--- config.mk ---
export PLATFORM = sky130hd
export DESIGN_NAME = vga_timing_gen
export DESIGN_NICKNAME = d
export VERILOG_FILES = /design/src/rtl/vga_timing_gen.sv
export SDC_FILE = /design/constraint.sdc
export NUM_CORES = 1
export LEC_CHECK = 0
export CAP_MARGIN = 25
export CORE_MARGIN = 2
export CORE_UTILIZATION = 55
export CTS_CLUSTER_SIZE = 24
export DETAILED_ROUTE_END_ITERATION = 6
export PLACE_DENSITY = 0.84
export SYNTH_ARGS = -nofsm -noshare
export SYNTH_HDL_FRONTEND = slang
export SYNTH_SLANG_ARGS = --single-unit
export TNS_END_PERCENT = 5
--- constraint.sdc ---
create_clock -name clk -period 5.9 [get_ports clk]
set_input_delay 1.18 -clock clk [delete_from_list [all_inputs] [get_ports clk]]
set_output_delay 1.18 -clock clk [all_outputs]
set_load 0.03 [all_outputs]
--- src/rtl/vga_timing_gen.sv ---
// vga_timing_gen
// Raster timing generator driven by a one-clock pixel strobe (pix_en).
// Horizontal/vertical position counters advance once per strobe; sync,
// data-enable, position and frame-start outputs are registered from the
// position current in that strobe cycle, so every output comes from a flop.
// Optional feature: define VGA_TIMING_LINE_REQ_EN to add the line_req /
// line_req_y prefetch request outputs. Without it those ports do not exist.
// Each porch and sync width is expected to be at least one unit long.

module vga_timing_gen #(
  parameter int H_ACTIVE      = 640,
  parameter int H_FP          = 16,
  parameter int H_SYNC        = 96,
  parameter int H_BP          = 48,
  parameter int V_ACTIVE      = 480,
  parameter int V_FP          = 10,
  parameter int V_SYNC        = 2,
  parameter int V_BP          = 33,
  parameter bit SYNC_POL      = 1'b0,
  parameter int LINE_REQ_LEAD = 8
) (
  input  logic clk,
  input  logic rst,
  input  logic pix_en,
  output logic hsync,
  output logic vsync,
  output logic de,
  output logic [$clog2(H_ACTIVE+H_FP+H_SYNC+H_BP)-1:0] x,
  output logic [$clog2(V_ACTIVE+V_FP+V_SYNC+V_BP)-1:0] y,
  output logic frame_start
`ifdef VGA_TIMING_LINE_REQ_EN
  ,
  output logic line_req,
  output logic [$clog2(V_ACTIVE+V_FP+V_SYNC+V_BP)-1:0] line_req_y
`endif
);

  localparam int H_TOTAL = H_ACTIVE + H_FP + H_SYNC + H_BP;
  localparam int V_TOTAL = V_ACTIVE + V_FP + V_SYNC + V_BP;
  localparam int HW      = $clog2(H_TOTAL);
  localparam int VW      = $clog2(V_TOTAL);
  localparam int HW1     = HW + 1;
  localparam int VW1     = VW + 1;

  // Wrap limits are held one bit wider so the increment never overflows.
  localparam logic [HW:0]   H_TOTAL_W    = HW1'(H_TOTAL);
  localparam logic [VW:0]   V_TOTAL_W    = VW1'(V_TOTAL);

  // Phase boundaries: the first count of each phase.
  localparam logic [HW-1:0] H_FP_START   = HW'(H_ACTIVE);
  localparam logic [HW-1:0] H_SYNC_START = HW'(H_ACTIVE + H_FP);
  localparam logic [HW-1:0] H_BP_START   = HW'(H_ACTIVE + H_FP + H_SYNC);
  localparam logic [VW-1:0] V_FP_START   = VW'(V_ACTIVE);
  localparam logic [VW-1:0] V_SYNC_START = VW'(V_ACTIVE + V_FP);
  localparam logic [VW-1:0] V_BP_START   = VW'(V_ACTIVE + V_FP + V_SYNC);

  typedef enum logic [1:0] {
    PH_ACTIVE = 2'd0,
    PH_FP     = 2'd1,
    PH_SYNC   = 2'd2,
    PH_BP     = 2'd3
  } phase_t;

  logic [HW-1:0] h_r;
  logic [VW-1:0] v_r;
  phase_t        h_phase_r;
  phase_t        v_phase_r;

  logic [HW:0]   h_inc_s;
  logic [HW-1:0] h_next_s;
  logic          h_wrap_s;
  logic [VW:0]   v_inc_s;
  logic [VW-1:0] v_line_next_s;
  logic          v_wrap_s;
  logic [VW-1:0] v_next_s;
  phase_t        h_phase_next_s;
  phase_t        v_phase_next_s;

  // Next position: explicit compare-and-wrap on widened increments.
  always_comb begin
    h_inc_s       = {1'b0, h_r} + {{HW{1'b0}}, 1'b1};
    h_next_s      = '0;
    h_wrap_s      = 1'b0;
    v_inc_s       = {1'b0, v_r} + {{VW{1'b0}}, 1'b1};
    v_line_next_s = '0;
    v_wrap_s      = 1'b0;
    v_next_s      = v_r;

    if (h_inc_s == H_TOTAL_W) begin
      h_next_s = '0;
      h_wrap_s = 1'b1;
    end else begin
      h_next_s = h_inc_s[HW-1:0];
      h_wrap_s = 1'b0;
    end

    if (v_inc_s == V_TOTAL_W) begin
      v_line_next_s = '0;
      v_wrap_s      = 1'b1;
    end else begin
      v_line_next_s = v_inc_s[VW-1:0];
      v_wrap_s      = 1'b0;
    end

    if (h_wrap_s) begin
      v_next_s = v_line_next_s;
    end else begin
      v_next_s = v_r;
    end
  end

  // Horizontal phase sequencing: leave a phase when the next count enters the following one.
  always_comb begin
    h_phase_next_s = h_phase_r;
    case (h_phase_r)
      PH_ACTIVE: begin
        if (h_next_s == H_FP_START) h_phase_next_s = PH_FP;
        else                        h_phase_next_s = PH_ACTIVE;
      end
      PH_FP: begin
        if (h_next_s == H_SYNC_START) h_phase_next_s = PH_SYNC;
        else                          h_phase_next_s = PH_FP;
      end
      PH_SYNC: begin
        if (h_next_s == H_BP_START) h_phase_next_s = PH_BP;
        else                        h_phase_next_s = PH_SYNC;
      end
      PH_BP: begin
        if (h_wrap_s) h_phase_next_s = PH_ACTIVE;
        else          h_phase_next_s = PH_BP;
      end
      default: h_phase_next_s = PH_ACTIVE;
    endcase
  end

  // Vertical phase sequencing: only moves on a line wrap.
  always_comb begin
    v_phase_next_s = v_phase_r;
    case (v_phase_r)
      PH_ACTIVE: begin
        if (h_wrap_s && (v_next_s == V_FP_START)) v_phase_next_s = PH_FP;
        else                                      v_phase_next_s = PH_ACTIVE;
      end
      PH_FP: begin
        if (h_wrap_s && (v_next_s == V_SYNC_START)) v_phase_next_s = PH_SYNC;
        else                                        v_phase_next_s = PH_FP;
      end
      PH_SYNC: begin
        if (h_wrap_s && (v_next_s == V_BP_START)) v_phase_next_s = PH_BP;
        else                                      v_phase_next_s = PH_SYNC;
      end
      PH_BP: begin
        if (h_wrap_s && v_wrap_s) v_phase_next_s = PH_ACTIVE;
        else                      v_phase_next_s = PH_BP;
      end
      default: v_phase_next_s = PH_ACTIVE;
    endcase
  end

  // Position counters and phase state; advance only on a pixel strobe.
  always_ff @(posedge clk) begin
    if (rst) begin
      h_r       <= '0;
      v_r       <= '0;
      h_phase_r <= PH_ACTIVE;
      v_phase_r <= PH_ACTIVE;
    end else if (pix_en) begin
      h_r       <= h_next_s;
      v_r       <= v_next_s;
      h_phase_r <= h_phase_next_s;
      v_phase_r <= v_phase_next_s;
    end else begin
      h_r       <= h_r;
      v_r       <= v_r;
      h_phase_r <= h_phase_r;
      v_phase_r <= v_phase_r;
    end
  end

  // Output registers: decode the position current in the strobe cycle; hold otherwise.
  always_ff @(posedge clk) begin
    if (rst) begin
      hsync       <= ~SYNC_POL;
      vsync       <= ~SYNC_POL;
      de          <= 1'b0;
      x           <= '0;
      y           <= '0;
      frame_start <= 1'b0;
    end else if (pix_en) begin
      hsync       <= (h_phase_r == PH_SYNC) ? SYNC_POL : ~SYNC_POL;
      vsync       <= (v_phase_r == PH_SYNC) ? SYNC_POL : ~SYNC_POL;
      de          <= (h_phase_r == PH_ACTIVE) && (v_phase_r == PH_ACTIVE);
      x           <= h_r;
      y           <= v_r;
      frame_start <= (h_r == '0) && (v_r == '0);
    end else begin
      hsync       <= hsync;
      vsync       <= vsync;
      de          <= de;
      x           <= x;
      y           <= y;
      frame_start <= 1'b0;
    end
  end

`ifdef VGA_TIMING_LINE_REQ_EN
  localparam logic [HW-1:0] H_REQ      = HW'(H_TOTAL - LINE_REQ_LEAD);
  localparam logic [VW:0]   V_ACTIVE_W = VW1'(V_ACTIVE);

  // Prefetch request: one pulse per upcoming visible line, carrying its line number.
  always_ff @(posedge clk) begin
    if (rst) begin
      line_req   <= 1'b0;
      line_req_y <= '0;
    end else if (pix_en) begin
      if ((h_r == H_REQ) && ({1'b0, v_line_next_s} < V_ACTIVE_W)) begin
        line_req   <= 1'b1;
        line_req_y <= v_line_next_s;
      end else begin
        line_req   <= 1'b0;
        line_req_y <= line_req_y;
      end
    end else begin
      line_req   <= 1'b0;
      line_req_y <= line_req_y;
    end
  end
`endif

endmodule

==> results by group <==
Floorplan
  • Core outline area: around 4700 um^2
  • DIE AREA: 5460 um^2
  • Initial Util: 0.568
  • Die H: 73.9 um
  • Die X: between 70 and 80 um
  • IO Count: 27
  • Rows: 25

Worst setup path
  • Max stage delay on crit path: 900 ps
  • CP cell instances: clkdlybuf4s50_1 > buf_4 > nor3b_1 > nand3_1 > nor4_1
  • Slowest cell on crit path: clkdlybuf4s50_1
  • Critical Path End: frame_start
  • CP required: approximately 6100 ps
  • Register-to-Register Setup Slack: roughly 3100 ps
  • Reg2reg start: h_r[0]
  • CP Class: in2reg
  • Setup crit start kind: primary input
  • Arrival time of the worst setup path: roughly 3100 ps
  • Origin of the worst setup path: rst
  • CP endpoint kind: flop
  • Worst r2r path cells: 8
  • Worst-path fanout max: 27
  • FF-to-FF End: v_phase_r[1]

Global routing
  • All-Layer GR Usage: 0.227
  • Vias in the first global route: about 2,000
  • Total gr overflow: 0
  • Largest net degree at the start of global routing: between 40 and 50
  • First-pass GRT wire length: a little under 10 mm
  • Initial antenna violation count: 0

Timing
  • Peak Freq: 0.353 GHz
  • Clock Skew: approximately 9 ps
  • Worst slew pin tran: about 950 ps
  • Unrepaired setup endpoints after global routing: false
  • Fin crit share: 0.480
  • Setup violators final: 0
  • Slew Limit Fails: 0
  • Max-slew headroom: 0.362
  • Setup TNS: 0 ps
  • Tmin final: 2830 ps
  • Final Hold Viols: 0

Synth
  • Top FF cell, synth: dfxtp_1
  • Top post-synthesis cells by area: dfxtp_1 36%, mux2i_1 8.9%, nor2_1 6.6%
  • Synthesized cell area: 2690 um^2
  • YS warnings: 0
  • Unique masters post-synth: 59
  • Async set-reset flop share out of synthesis: 0
  • Instance count of the mapped netlist: roughly 310
  • Area leader, netlist: dfxtp_1
  • Synth Area per Inst: ~8.6 um^2
  • Synthesized Nets: around 320
  • Yosys reg bits: 48
  • Post-synth EDFFs: 0
  • Post-synth top area share: 0.358
  • Post-synthesis sequential area ratio: 0.358

Placed design
  • Placed cells: about 380
  • Post-DP HPWL: between 3 and 4 mm
  • Port-buffer cells: 26
  • GPL Wtd Cong: 0.891

Route
  • Drt pass-1 iters: 4
  • DRT iter0 DRCs: approximately 170
  • DR WL/cell: roughly 15 um
  • Drt total wl: about 5.8 mm
  • Post-route ant nets: 0
  • DR DRC count: 0
  • Via count: between 2,000 and 2,500
  • DR vias/cell: 5.85

Clocking
  • Clk sinks: 48
  • Clk root buf: clkbuf_8
  • Clock-pin slew on the worst setup and hold paths: roughly 90 ps
  • H-tree levels: 2
  • CTS Hold Buffers Added: 0
  • CTS tree: done
  • Max Buffers Root-to-Sink: 2
  • # Post-CTS Setup Buffers: 0
  • Post-CTS Resized: 0
  • Clock Latency Late Sink: 310 ps
  • CTS Buf Count: 5

Finish
  • Nets@finish: between 300 and 400
  • Post-Layout Cell Count: 388
  • Ant diodes: 0
  • Layout fillers: ~400
  • Layout area overhead: 11.4%
  • Layout cells sized above 1: 0.0717

Run
  • Max-cap violations: 0

Pwr
  • Worst vdd ir: about 0.15 mV
  • PwrDens: slightly above 200 nW/um^2
  • Leakage Power: approximately 0.0011 uW

Min path
  • Hold Path Class: reg2reg

Run status
  • Status: completed
worst min-delay path by stage:
stage                      start  endpoint  slack, ps  cells after the start
after floorplan           v_r[9]    v_r[9]        460                      2
after global placement     vsync     vsync        480                      2
after detailed placement    y[2]      y[2]        480                      2
after CTS                   y[9]      y[9]        510                      2
after global routing        y[3]      y[3]        530                      2
final                       y[2]      y[2]        510                      2
report_power, final:
group | leakage (uW) | internal [uW] | switching (uW)
logic | 0.000672 | 18.9 | 26.1
registers | 0.000388 | 329 | 8.89
clock network | 0.0000541 | 125 | 113
total | 0.00111 | 473 | 148
worst max-delay path: cells and delay by family:
family / cells / cell delay [ps]
buffers and inverters: 2 / 1360
AND/OR/NAND/NOR: 3 / 500
layer usage:
metal  vias up  track usage  routed length (um)
met1      1091        0.299                2710
met2        51        0.374                2790
met5         -            0                   0
li1       1118            -                   -
met3         8       0.0439                 237
met4         0       0.0687                  82
cell type report:
| type | instances | area, um^2 | area share |
|---|---|---|---|
| Inverter | 8 | 30.0 | 0.0100 |
| Clock buffer | 5 | 68.8 | 0.0230 |
| Tap cell | 67 | 83.8 | 0.0280 |
| Clock inverter | 3 | 42.5 | 0.0142 |
| Multi-Input combinational cell | 229 | 1520 | 0.509 |
| Timing Repair Buffer | 28 | 283 | 0.0946 |
| Sequential cell | 48 | 961 | 0.321 |
state kept, by name, indices dropped and copies added (netlist names):
signal	flops
de	1
frame_start	1
h_phase_r	2
h_r	10
hsync	1
v_phase_r	2
v_r	10
vsync	1
x	10
y	10
per-stage QoR:
step,hold slack (ps),setup slack [ps],instance area (um^2),power [uW],util
5_1_grt,530,2900,2990,641,0.633
2_1_floorplan,465,3610,2690,380,-
4_1_cts,510,3000,2970,623,0.629
3_3_place_gp,476,2780,2860,387,0.605
3_5_place_dp,482,2690,2860,388,0.605
6_report,506,3070,2990,621,0.633
synthesized netlist by cell type (all sizes together) (4+ instances only):
cell / count
dfxtp: 48
nor2: 47
mux2i: 24
nand2: 21
nand3: 17
buf: 16
clkbuf: 11
o21ai: 11
and3: 10
xor2: 10
inv: 8
a211oi: 7
a21oi: 7
xnor2: 7
ha: 6
nand4: 5
a22oi: 4
nor2b: 4
nor4: 4
logic make-up (layout without fill, tap and decap cells):
group / count (synthesis) / in the layout / synth area share
DFF: 48 / 48 / 0.358
adders and majority gates: 6 / 6 / 0.0280
and+or+nand+nor: 131 / 131 / 0.258
muxes: 24 / 24 / 0.0895
AOI/OAI and AO/OA: 51 / 51 / 0.136
buffers and inverters: 35 / 44 / 0.0755
xor gates and xnor gates: 17 / 17 / 0.0555
cells in the final DEF, fill, tap and decap left out, types with 5 or more instances in the layout:
master	netlist	routed
a211oi_1	5	5
dfxtp_1	48	48
nand2_1	21	21
nand3_1	17	17
inv_1	7	7
nor2_1	47	47
clkbuf_8	1	5
xnor2_1	7	7
ha_1	6	6
and3_1	8	8
o21ai_0	11	11
clkdlybuf4s50_1	0	25
mux2i_1	24	24
a21oi_1	7	7
xor2_1	10	10
Note: power is estimated with default switching activity, not from simulation.
